`config.mk`:
```
export PLATFORM = sky130hd
export DESIGN_NAME = timer_arbiter
export DESIGN_NICKNAME = d
export VERILOG_FILES = /design/src/rtl/timer_arbiter.sv
export SDC_FILE = /design/constraint.sdc
export NUM_CORES = 1
export LEC_CHECK = 0
export BUFFER_PORTS_ARGS = -buffer_cell sky130_fd_sc_hd__clkbuf_2
export CAP_MARGIN = 0
export CORE_AREA = 2 2 72 108
export CTS_BUF_LIST = sky130_fd_sc_hd__clkbuf_8
export DETAILED_ROUTE_END_ITERATION = 10
export DIE_AREA = 0 0 74 110
export PLACE_DENSITY_LB_ADDON = 0.12
export SYNTH_ARGS = -nofsm -noshare
export SYNTH_HDL_FRONTEND = slang
export SYNTH_SLANG_ARGS = --single-unit
```
`constraint.sdc`:
```
create_clock -name clk -period 3.4 [get_ports clk]
set_input_delay 0.68 -clock clk [delete_from_list [all_inputs] [get_ports clk]]
set_output_delay 0.68 -clock clk [all_outputs]
set_load 0.02 [all_outputs]
```
`src/rtl/timer_arbiter.sv`:
```
// timer_arbiter: round-robin sharing of one down-counting wait timer among Requesters clients.
// Rev 1.0
`default_nettype none

module timer_arbiter #(
  parameter int Requesters = 4,
  parameter int Width      = 32
) (
  input  logic                          clk,
  input  logic                          res,
  input  logic [Requesters-1:0]         req,
  input  logic [Requesters*Width-1:0]   count,
  output logic [Requesters-1:0]         grant,
  output logic [Requesters-1:0]         done,
  output logic                          busy
);

  localparam int IdxW = (Requesters > 1) ? $clog2(Requesters) : 1;

  localparam logic [1:0] IDLE = 2'd0;
  localparam logic [1:0] RUN  = 2'd1;
  localparam logic [1:0] DONE = 2'd2;

  logic [1:0]            state;
  logic [1:0]            state_next;
  logic [Width-1:0]      timer;
  logic [IdxW-1:0]       ptr;
  logic [IdxW-1:0]       sel;
  logic [IdxW-1:0]       cand;
  logic [IdxW-1:0]       owner_next;
  logic                  found;
  logic [Requesters-1:0] grant_next;
  logic [Requesters-1:0] done_next;
  logic [Width-1:0]      counts [Requesters];

  generate
    for (genvar i = 0; i < Requesters; i++) begin : g_unpack
      assign counts[i] = count[i*Width +: Width];
    end
  endgenerate

  // ptr always holds the most recent owner, so the search starts just past it.
  always_comb begin
    found = 1'b0;
    sel   = ptr;
    cand  = ptr;
    for (int k = 1; k <= Requesters; k++) begin
      cand = IdxW'((int'(ptr) + k) % Requesters);
      if (!found && req[cand]) begin
        found = 1'b1;
        sel   = cand;
      end
    end
  end

  always_ff @(posedge clk) begin
    if (res) begin
      state <= IDLE;
      timer <= '0;
      ptr   <= IdxW'(Requesters - 1);
      grant <= '0;
      done  <= '0;
    end else begin
      state <= state_next;
      grant <= grant_next;
      done  <= done_next;
      if (state == IDLE && found) begin
        timer <= counts[sel];
        ptr   <= sel;
      end else if (state == RUN && state_next == RUN) begin
        timer <= timer - Width'(1);
      end
    end
  end

  // A latched count of 0 leaves RUN after one cycle, same as a count of 1.
  always_comb begin
    state_next = state;
    case (state)
      IDLE:    if (found) state_next = RUN;
      RUN: begin
        if (!req[ptr])                state_next = IDLE;
        else if (timer <= Width'(1))  state_next = DONE;
      end
      DONE:    state_next = IDLE;
      default: state_next = IDLE;
    endcase
  end

  always_comb begin
    grant_next = '0;
    done_next  = '0;
    owner_next = (state == IDLE) ? sel : ptr;
    if (state_next == RUN)  grant_next = Requesters'(1) << owner_next;
    if (state_next == DONE) done_next  = Requesters'(1) << ptr;
  end

  assign busy = (|grant) | (|done);

endmodule

`default_nettype wire

```
==> key figures, run 1 <==
Status
  • Outcome: completed

Layout
  • Nets: 748
  • Finished Cell Area: 4460 sq um
  • Layout fillers: 677
  • Final core occ: 62.2%
  • Commonest non-fill, non-tap cell in the layout: clkbuf_2
  • Most frequent cells in the layout: clkbuf_2, nand3_1, o21ai_0, dfxtp_1, nand2_1
  • Final cell count without fillers: 713
  • Inserted Diodes: 0
  • Layout cells sized above 1: 31.2%
  • Area Overhead vs Synth: 26.9%

Drt
  • DRC: 0
  • Final WL: 13300 um
  • Initial drt markers: 296
  • Via count: 4374
  • Final ANT Viol Nets: 0
  • Post-detailed-route wirelength per cell: 18.6 um
  • DR pass1 iterations: 5
  • Via-to-Cell Ratio: 6.13

Pwr
  • Register share of total power: 33.4%
  • Peak supply drop: 0.000230 V
  • Total power: 2.04 mW
  • Switching part of the total: 42.0%
  • Clock network power share: 20.6%
  • Int Power: 1.18 mW
  • Switching power: 0.856 mW
  • PwrDens: 456 nW/um^2
  • LEAKAGE: 1.96 nW
  • Comb power frac: 46.0%

Global route
  • Met3 GRT Util: 4.73%
  • Largest net degree at the start of global routing: 52
  • GRT Total Usage: 33.7%
  • Initial antenna violation count: 0
  • GR Util met2: 60.5%
  • Number of global-route vias before repair: 4256
  • Grt peak-use layer: met2
  • M1 GR Usage: 35.9%
  • Global-route wire length before repair: 20900 um
  • GRT overflow: 0

CTS
  • Clk Latency, worst-skew pair: 0.31 ns
  • TritonCTS clock tree: done
  • Post_cts resized: 0
  • Max Root-Sink Buffers: 2
  • Clock Tree Root: clkbuf_8
  • Worst-path clk slew: 0.09 ns
  • CTS sink cnt: 44
  • Hold-fix buffers, CTS: 0
  • Post-CTS Setup Bufs: 0
  • Number of CTS-inserted buffers: 5
  • # H-tree levels: 2

Setup path
  • CP max FO: 14
  • Worst r2r src: timer[2]
  • Crit start category: flip-flop
  • Critical path class: reg2reg
  • Worst Path Arrival: 3.23 ns
  • R2r setup slk: 0.37 ns
  • CP endpoint kind: flip-flop
  • Worst Reg-to-Reg Cells: 6
  • Worst path required time: 3.60 ns
  • R2R Path End: timer[7]

Logic synthesis
  • Post-Synthesis Net Count: 623
  • Compound-Gate Fraction of Synth Area: 29.7%
  • Post-synth EDFFs: 0
  • Unique masters post-synth: 64
  • Mux contribution to synthesized area: 1.25%
  • Combinational family with the most area after synthesis: simple AND/OR/NAND/NOR gates
  • Simple-gate portion of the synthesized area: 33.4%
  • Post-Syn Area: 3520 sq um
  • Flops & latches, synth: 44
  • Post-Synth Adder-Cell Area: 0.712%
  • Cells after Synth: 487
  • Xor and xnor fraction of the mapped netlist area: 4.23%
  • Async set-reset flop share out of synthesis: 0%
  • Register area share after synthesis: 25.1%
  • Mean post-synth cell area: 7.22 sq um
  • Yosys synthesis warning count: 0
  • Synth Flop Type: dfxtp_1

STA
  • Tmin final: 3.03 ns
  • Final period util: 89.0%
  • Fmax: 0.331 GHz
  • Worst hold margin: 0.567 ns
  • Fin worst setup slack: 0.374 ns
  • Worst-margin pin slew: 0.842 ns
  • Clk_skew: 0.00646 ns
  • Rel. slew slack: 43.5%
  • Final-report max-slew violation count: 0
  • Final setup viols: 0
  • Final Hold Viols: 0
  • RSZ-0062 raised after global routing: no
  • Setup total negative slack: 0 ns

Placement
  • RePlAce Congestion: 0.980
  • Pre-CTS WS: 0.438 ns
  • Port Buf Inserts: 142
  • HPWL Detailed: 10100 um
  • Inst Count DP: 705
  • Cell Area, Placed: 4350 sq um

Worst hold path
  • Hold path cells: 1
  • Hold Path End: timer[30]
  • Min-Delay Path Class: reg2reg
  • Hold Crit Start: timer[30]

Floorplan
  • # IOs: 143
  • Core box area: 7180 sq um
  • Die Ht: 110 um
  • Die width: 74 um
  • DIE AREA: 8140 sq um
  • Std-Cell Rows: 38
  • Initial Utilization: 49.0%

Job
  • Max-Cap Viols: 0
-- sequential cells by signal, indices dropped and copies added (netlist names) --
register and cells:
done 4, state 2, ptr 2, timer 32
grant 4
-- synthesized netlist by cell type, types with 3 or more instances --
cell	instances	area (sq um)
nand3_1	64	320
dfxtp_1	44	881
o21ai_0	44	220
nand2_1	40	150
clkbuf_1	38	143
a211oi_1	34	255
nor2_1	29	109
and3_1	27	169
a21oi_1	24	120
nor3_1	12	60.1
nor4_1	12	75.1
xor2_1	12	105
or4_1	9	67.6
inv_1	8	30.0
a311o_1	5	50.1
nand4_1	5	31.3
xnor2_1	5	43.8
a211o_1	4	35.0
o21a_1	4	30.0
o31ai_1	4	30.0
a2111oi_2	3	45.0
a31oi_1	3	18.8
nand2b_1	3	18.8
o211a_1	3	30.0
-- metal layers --
| metal | share of wire, % | vias to the layer above | routed length [um] |
|---|---|---|---|
| met4 | 6.5 | 0 | 864 |
| met2 | 52 | 213 | 6850 |
| met3 | 5.4 | 50 | 717 |
| met5 | 0 | - | 0 |
| met1 | 36 | 2005 | 4840 |
| li1 | - | 2106 | - |
-- cells by family after synthesis --
group                      count (synthesis)
AOI/OAI and AO/OA                        150
xor gates and xnor gates                  17
adders and majority gates                  2
buffers and inverters                     50
DFF                                       44
muxes                                      3
and+or+nand+nor                          221
-- how the worst max path moves through the flow --
stage / start / end / depth (start not counted) / slack [ns]
after floorplan: timer[23] / timer[7] / 7 / 0.83
after global placement: timer[23] / timer[4] / 7 / 0.49
after detailed placement: timer[23] / timer[7] / 6 / 0.44
after CTS: timer[23] / timer[7] / 6 / 0.39
after global routing: timer[23] / timer[7] / 6 / 0.21
final: timer[2] / timer[7] / 6 / 0.37
-- worst max-delay path: stages (launching register included) --
cell and delay [ns]:
dfxtp_1 0.39, or4_1 0.64, or3_4 0.44, o41ai_4 0.79, nor4_1 0.14, and3_4 0.23, a2111oi_2 0.29
-- power groups by stage --
| stage | combinational (mW) | clock [mW] | sequential (mW) |
|---|---|---|---|
| finish | 0.937 | 0.419 | 0.680 |
| global route | 1.03 | 0.440 | 0.689 |
| CTS | 0.926 | 0.421 | 0.676 |
| detailed placement | 0.919 | 0 | 0.686 |
| global placement | 0.911 | 0 | 0.684 |
| floorplan | 0.624 | 0 | 0.665 |
-- final cells by class --
| class | instances | area, sq um | area share [%] |
|---|---|---|---|
| clock buffers | 5 | 68.8 | 1.54 |
| clock inverters | 3 | 47.5 | 1.07 |
| inverters | 8 | 30.0 | 0.673 |
| multi-input cells | 393 | 2450 | 54.9 |
| flip-flops and latches | 44 | 881 | 19.7 |
| well taps | 100 | 125 | 2.80 |
| repair buffers | 160 | 858 | 19.2 |
(Power assumes the default switching activity.)
==> run 2: changes to the inputs <==
==> config.mk (replaced) <==
export PLATFORM = sky130hd
export DESIGN_NAME = timer_arbiter
export DESIGN_NICKNAME = d
export VERILOG_FILES = /design/src/rtl/timer_arbiter.sv
export SDC_FILE = /design/constraint.sdc
export NUM_CORES = 1
export LEC_CHECK = 0
export ABC_AREA = 1
export BUFFER_PORTS_ARGS = -buffer_cell sky130_fd_sc_hd__clkbuf_2
export CAP_MARGIN = 0
export CORE_AREA = 2 2 78 117
export CTS_BUF_LIST = sky130_fd_sc_hd__clkbuf_8
export DETAILED_ROUTE_END_ITERATION = 10
export DIE_AREA = 0 0 80 119
export PLACE_DENSITY = 0.78
export SYNTH_ARGS = -nofsm -noshare
export SYNTH_HDL_FRONTEND = slang
export SYNTH_SLANG_ARGS = --single-unit
==> run 2 against run 1 <==
  * Sequential share of layout area is 2.0 points lower
  * Critical endpoint is now timer[12]
  * Die area increased by 17%
  * Via count rose by 15%
  * Setup slack better by 0.41 ns
  * Wire length shrank 5.7%
  * Critical path depth up 10
  * Register-to-register slack improved by 0.41 ns
  * Largest power group unchanged
==> key figures, run 2 <==
Status
  • Outcome: completed

Floorplan
  • Die width: 80 um (+8.1%)
  • Core box area: 8620 sq um (+20%)
  • Die Ht: 119 um (+8.2%)
  • DIE AREA: 9520 sq um (+17%)
  • Std-Cell Rows: 42 (+11%)
  • # IOs: 143 (unchanged)
  • Initial Utilization: 47.8% (-1.2 points)

Drt
  • Post-detailed-route wirelength per cell: 12.9 um (-30%)
  • M1 wire length: 4850 um (+0.25%)
  • Via-to-Cell Ratio: 5.20 (-15%)
  • DR WL met3: 636 um (-11%)
  • Final WL: 12500 um (-5.7%)
  • DRC: 0 (unchanged)
  • DR pass1 iterations: 5 (unchanged)
  • Met2 wire length: 6660 um (-2.7%)
  • Uppermost layer routed: met4
  • Initial drt markers: 276 (-6.8%)
  • Final ANT Viol Nets: 0 (unchanged)
  • Via count: 5028 (+15%)

Logic synthesis
  • Synth top cells by count: nand2_1, nor2_1, inv_1
  • Most frequent cell after synthesis: nand2_1
  • Post-synth EDFFs: 0 (unchanged)
  • Post-Syn Area: 4120 sq um (+17%)
  • Unique masters post-synth: 41 (-36%)
  • Synth Flop Type: dfxtp_1
  • Yosys synthesis warning count: 0 (unchanged)
  • Flops & latches, synth: 44 (unchanged)
  • Async set-reset flop share out of synthesis: 0% (unchanged)
  • Cells after Synth: 729 (+50%)
  • Post-synth top area share: 21.4% (-3.7 points)
  • Leading area contributor after synthesis: dfxtp_1
  • Mean post-synth cell area: 5.65 sq um (-22%)
  • Register area share after synthesis: 21.4% (-3.7 points)
  • Synth top area cells: dfxtp_1, nand2_1, nand3_1, nor2_1, inv_1
  • Post-Synthesis Net Count: 865 (+39%)

Layout
  • Inserted Diodes: 0 (unchanged)
  • Most frequent cells in the layout: nand2_1, clkbuf_2, nor2_1
  • Commonest non-fill, non-tap cell in the layout: nand2_1
  • Number of flip-flops under the largest register name: 32 (unchanged)
  • Layout fillers: 929 (+37%)
  • Top flop regs: timer: 32 flops, done: 4 flops, grant: 4 flops
  • Layout cells sized above 1: 22.0% (-9.2 points)
  • Final cell count without fillers: 966 (+35%)
  • Reg with most FFs: timer
  • Area Overhead vs Synth: 20.5%
  • Nets: 991 (+32%)

CTS
  • # H-tree levels: 2 (unchanged)
  • Clock Tree Root: clkbuf_8
  • Worst-path clk slew: 0.10 ns (about the same)
  • Max Root-Sink Buffers: 2 (unchanged)
  • Post_cts resized: 0 (unchanged)
  • Post-CTS Setup Bufs: 0 (unchanged)
  • CTS sink cnt: 44 (unchanged)
  • Clk Latency, worst-skew pair: 0.31 ns (about the same)
  • TritonCTS clock tree: done
  • Hold-fix buffers, CTS: 0 (unchanged)
  • Number of CTS-inserted buffers: 5 (unchanged)

Pwr
  • LEAKAGE: 2.75 nW (+41%)
  • PwrDens: 1120 nW/um^2 (+150%)
  • Total power: 5.56 mW (+170%)
  • Peak supply drop: 0.000745 V (+220%)

STA
  • Tmin final: 2.62 ns (-0.409 ns)
  • Clk_skew: 0.00841 ns (+0.00195 ns)
  • Fmax: 0.382 GHz (+16%)
  • Final setup viols: 0 (unchanged)
  • Final period util: 77.0% (-12 points)
  • Worst hold margin: 0.530 ns (-0.0378 ns)
  • Worst-margin pin slew: 0.744 ns (-0.0984 ns)
  • Final Hold Viols: 0 (unchanged)
  • Final-report max-slew violation count: 0 (unchanged)
  • RSZ-0062 raised after global routing: no
  • Rel. slew slack: 50.3% (+6.8 points)
  • Setup total negative slack: 0 ns (unchanged)

Placement
  • Port Buf Inserts: 142 (unchanged)
  • HPWL Detailed: 9910 um (-2.3%)
  • RePlAce Congestion: 0.975 (-0.59%)
  • Inst Count DP: 958 (+36%)

Global route
  • GRT Total Usage: 26.7% (-7.0 points)
  • Global-route wire length before repair: 20800 um (-0.40%)
  • GRT overflow: 0 (unchanged)
  • Number of global-route vias before repair: 4729 (+11%)
  • Initial antenna violation count: 0 (unchanged)
  • Largest net degree at the start of global routing: 53 (+1.9%)

Worst hold path
  • Hold Crit Start: timer[15]
  • Min-Delay Path Class: reg2reg
  • Hold path cells: 2 (+1)
  • Hold Path End: timer[15]

Setup path
  • CP endpoint kind: flip-flop
  • R2R Path End: timer[12]
  • Worst Path Arrival: 2.87 ns (-0.36 ns)
  • Delay-heaviest family, CP: simple AND/OR/NAND/NOR gates
  • Worst Reg-to-Reg Cells: 16 (+10)
  • Most used cell, CP: nand2_1
  • CP cell instances: inv_2 -> nand2_1 -> nand2_2 -> nand2_2 -> nand2_4 -> nand2_1 -> nand2_1 -> nand2_4 -> nand2_8 -> inv_4 -> nand2_1 -> nand2_1 -> nand2_1 -> nand2_1 -> nand2_1 -> a21oi_1
  • Worst r2r src: ptr[0]
  • CP max stage delay: 0.64 ns (-0.15 ns)
  • Max stage delay cell, worst path: dfxtp_1
  • Worst path required time: 3.65 ns (+0.05 ns)
  • CP max FO: 52 (+38)
  • R2r setup slk: 0.78 ns (+0.41 ns)
  • Crit start category: flip-flop
  • Critical path class: reg2reg
  • Worst Setup SP: ptr[0]
  • Buf+Inv Stages, Crit Path: 2 (+2)

Job
  • Max-Cap Viols: 0 (unchanged)
[run 2: how the worst max path moves through the flow]
stage	endpoint	slack (ns)	cells after the start
floorplan	timer[3]	1.41	14
global placement	timer[12]	0.83	16
detailed placement	timer[31]	0.79	14
CTS	timer[31]	0.77	14
global route	timer[9]	0.40	16
finish	timer[12]	0.78	16
[run 2: per-layer routing]
metal / vias to the layer above / GRT usage, %
met1: 2227 / 30.1
met2: 194 / 50.1
li1: 2572 / -
met5: - / 0
met3: 35 / 2.88
met4: 0 / 9.22
[run 2: cell families (layout without fill, tap and decap cells)]
group | count (synthesis) | count (layout) | share of synthesized area [%]
compound gates | 105 | 105 | 13.9
xor+xnor | 20 | 20 | 4.25
fa+ha+maj | 2 | 2 | 0.607
buf+inv | 117 | 244 | 12.8
flops | 44 | 44 | 21.4
simple gates | 441 | 441 | 47.1
[run 2: worst reg2reg max path: stages (launching register included)]
cell	delay (ns)
dfxtp_1	0.64
inv_2	0.15
nand2_1	0.14
nand2_2	0.08
nand2_2	0.09
nand2_4	0.09
nand2_1	0.06
nand2_1	0.09
nand2_4	0.13
nand2_8	0.17
inv_4	0.41
nand2_1	0.11
nand2_1	0.07
nand2_1	0.05
nand2_1	0.07
nand2_1	0.07
a21oi_1	0.12
[run 2: report_power, final]
group	leakage [nW]	internal (mW)	switching, mW
registers	0.364	0.706	0.234
clock network	0.0614	0.241	0.204
logic	2.33	1.41	2.76
[run 2: final cells by class]
| cell class | instances | area, sq um | area share [%] |
|---|---|---|---|
| clock buffers | 6 | 82.6 | 1.66 |
| clock inverters | 2 | 38.8 | 0.781 |
| inverters | 85 | 322 | 6.48 |
| multi-input cells | 568 | 2710 | 54.6 |
| flip-flops and latches | 44 | 881 | 17.7 |
| well taps | 110 | 138 | 2.77 |
| repair buffers | 151 | 791 | 15.9 |
[run 2: metrics by stage]
step	worst slack (ns)	cell area, sq um	util [%]
2_1_floorplan	1.41	4120	-
3_3_place_gp	0.831	4840	56.2
3_5_place_dp	0.794	4840	56.2
4_1_cts	0.774	4960	57.6
5_1_grt	0.402	4960	57.6
6_report	0.783	4960	57.6
==> run 3: changes to the inputs <==
==> constraint.sdc (replaced) <==
create_clock -name clk -period 2.44 [get_ports clk]
set_input_delay 0.488 -clock clk [delete_from_list [all_inputs] [get_ports clk]]
set_output_delay 0.488 -clock clk [all_outputs]
set_load 0.02 [all_outputs]
==> run 3 against run 2 <==
  * Wire length increased by 3.3%
  * Critical path type unchanged
  * Highest routed layer unchanged
  * Design area up 2.1%
  * Die area is the same
  * Clock skew increased by 0.0021 ns
  * Non-clock buffer count increased by 10
==> key figures, run 3 (synthesis gave the netlist of run 2 again) <==
Layout
  • Commonest non-fill, non-tap cell in the layout: nand2_1
  • Top flop regs: timer: 32 flops, done: 4 flops, grant: 4 flops
  • Most frequent cells in the layout: nand2_1, clkbuf_2, nor2_1
  • Layout fillers: 944 (+1.6%)
  • Nets: 1001 (+1.0%)
  • Layout cells sized above 1: 23.3% (+1.4 points)
  • Inserted Diodes: 0 (unchanged)
  • Multi-input logic area: 2720 sq um (+0.18%)
  • Area Overhead vs Synth: 23.0%
  • Number of flip-flops under the largest register name: 32 (unchanged)
  • Reg with most FFs: timer
  • Finished Cell Area: 5070 sq um (+2.1%)
  • Seq. cell area: 883 sq um (+0.28%)
  • Final core occ: 58.8% (+1.2 points)

Pwr
  • Int Power: 3.45 mW (+46%)
  • Total power: 8.00 mW (+44%)
  • PwrDens: 1580 nW/um^2 (+41%)
  • Switching part of the total: 56.8% (-0.72 points)
  • Switching power: 4.54 mW (+42%)
  • Peak supply drop: 0.00140 V (+88%)
  • Comb power frac: 76.6% (+1.5 points)
  • Clock network power share: 7.3% (-0.7 points)
  • Register share of total power: 16.1% (-0.8 points)
  • LEAKAGE: 2.81 nW (+2.0%)

STA
  • Fmax: 0.451 GHz (+18%)
  • RSZ-0062 raised after global routing: yes
  • Final-report max-slew violation count: 0 (unchanged)
  • Clk_skew: 0.0105 ns (+0.00210 ns)
  • Final setup viols: 0 (unchanged)
  • Tmin final: 2.21 ns (-0.402 ns)
  • Final Hold Viols: 0 (unchanged)
  • Rel. slew slack: 66.6% (+16 points)
  • Fin worst setup slack: 0.225 ns (-0.558 ns)
  • Final period util: 90.8% (+14 points)
  • Worst-margin pin slew: 0.497 ns (-0.247 ns)

Setup path
  • Critical path class: reg2reg
  • Buf+Inv Stages, Crit Path: 2 (unchanged)
  • Delay-heaviest family, CP: simple AND/OR/NAND/NOR gates
  • Crit start category: flip-flop
  • Worst Reg-to-Reg Cells: 13 (-3)
  • CP max stage delay: 0.37 ns (-0.27 ns)
  • Worst Path Arrival: 2.44 ns (-0.43 ns)
  • R2R Path End: timer[13]
  • Worst path required time: 2.66 ns (-0.99 ns)
  • CP endpoint kind: flip-flop
  • Worst r2r src: timer[16]
  • CP max FO: 14 (-73%)
  • R2r setup slk: 0.23 ns (-0.56 ns)
  • CP cell instances: nor2_2 -> nand2_1 -> nor2_1 -> nand3_1 -> nor2_1 -> nand2_1 -> nand2_1 -> nand2_2 -> buf_4 -> o21ai_0 -> nor2_1 -> nand2_1 -> inv_1
  • Max stage delay cell, worst path: dfxtp_1
  • Most used cell, CP: nand2_1

Drt
  • Met2 wire length: 6770 um (+1.7%)
  • Final WL: 12900 um (+3.3%)
  • DR pass1 iterations: 5 (unchanged)
  • M1 wire length: 4950 um (+2.1%)
  • Via count: 5050 (+0.44%)
  • DR WL met3: 644 um (+1.3%)
  • Via-to-Cell Ratio: 5.17 (-0.59%)
  • Final ANT Viol Nets: 0 (unchanged)
  • Uppermost layer routed: met4
  • Initial drt markers: 383 (+39%)
  • DRC: 0 (unchanged)
  • Post-detailed-route wirelength per cell: 13.2 um (+2.2%)

Global route
  • Number of global-route vias before repair: 4742 (+0.27%)
  • Initial antenna violation count: 0 (unchanged)
  • GRT overflow: 0 (unchanged)
  • Largest net degree at the start of global routing: 53 (unchanged)
  • GRT Total Usage: 27.6% (+0.94 points)
  • Global-route wire length before repair: 21100 um (+1.3%)

CTS
  • CTS sink cnt: 44 (unchanged)
  • Worst-path clk slew: 0.09 ns (about the same)
  • # H-tree levels: 2 (unchanged)
  • Clock Tree Root: clkbuf_8
  • Post-CTS Setup Bufs: 0 (unchanged)
  • Hold-fix buffers, CTS: 0 (unchanged)
  • Number of CTS-inserted buffers: 5 (unchanged)
  • Max Root-Sink Buffers: 2 (unchanged)
  • TritonCTS clock tree: done
  • Clk Latency, worst-skew pair: 0.32 ns (about the same)
  • Post_cts resized: 0 (unchanged)

Floorplan
  • DIE AREA: 9520 sq um (unchanged)
  • Die width: 80 um (unchanged)
  • Core box area: 8620 sq um (unchanged)
  • Initial Utilization: 47.8% (unchanged)
  • Die Ht: 119 um (unchanged)
  • Std-Cell Rows: 42 (unchanged)
  • # IOs: 143 (unchanged)

Placement
  • Port Buf Inserts: 142 (unchanged)
  • HPWL Detailed: 10400 um (+4.6%)
  • Cell Area, Placed: 4940 sq um (+2.1%)
  • RePlAce Congestion: 0.949 (-2.6%)
  • Pre-CTS WS: 0.162 ns (-0.632 ns)

Worst hold path
  • Min-Delay Path Class: in2reg
  • Hold Crit Start: count[101]
  • Hold Path End: timer[5]
  • Hold path cells: 5 (+3)

Job
  • Max-Cap Viols: 0 (unchanged)

Status
  • Outcome: completed
==> run 3: worst max-delay path by stage <==
stage          startpoint         to  slack (ns)  cells past startpoint
2_1_floorplan      req[0]   timer[3]        0.64                     14
3_3_place_gp       ptr[0]  timer[29]        0.15                     12
3_5_place_dp       ptr[0]  timer[29]        0.16                     12
4_1_cts            ptr[0]  timer[29]        0.13                     12
5_1_grt            ptr[0]   timer[8]       -0.03                     17
6_report        timer[16]  timer[13]        0.23                     13
==> run 3: through the flow <==
stage                     hold slack, ns  TNS [ns]  instances
after global routing               0.519   -0.0347        976
final                              0.486         0        976
after floorplan                    0.476         0        729
after CTS                          0.482         0        976
after global placement             0.507         0        968
after detailed placement           0.519         0        968
==> run 3: power by group through the flow <==
stage          sequential [mW]  combinational (mW)  clock, mW
2_1_floorplan             1.22                4.78          0
3_3_place_gp              1.28                6.02          0
3_5_place_dp              1.28                6.06          0
4_1_cts                   1.27                6.09      0.590
5_1_grt                   1.31                6.92      0.612
6_report                  1.29                6.12      0.585
==> run 3: final cells by class <==
type                            count  share of cell area, %
Multi-Input combinational cell    568                   53.6
Timing Repair Buffer              161                   17.6
Sequential cell                    44                   17.4
Inverter                           85                   6.35
Tap cell                          110                   2.72
Clock buffer                        5                   1.36
Clock inverter                      3                  0.938
==> run 3: worst reg2reg max path, stage by stage (launching register included) <==
cell     delay, ns
dfxtp_1       0.37
nor2_2        0.21
nand2_1       0.11
nor2_1        0.22
nand3_1       0.11
nor2_1        0.19
nand2_1       0.08
nand2_1       0.10
nand2_2       0.18
buf_4         0.25
o21ai_0       0.17
nor2_1        0.07
nand2_1       0.06
inv_1         0.03
==> run 3: routing by layer <==
metal / up-vias / global-route usage (%)
met5: - / 0
met4: 0 / 11.4
met3: 41 / 2.88
met2: 179 / 51.5
met1: 2237 / 30.8
li1: 2593 / -
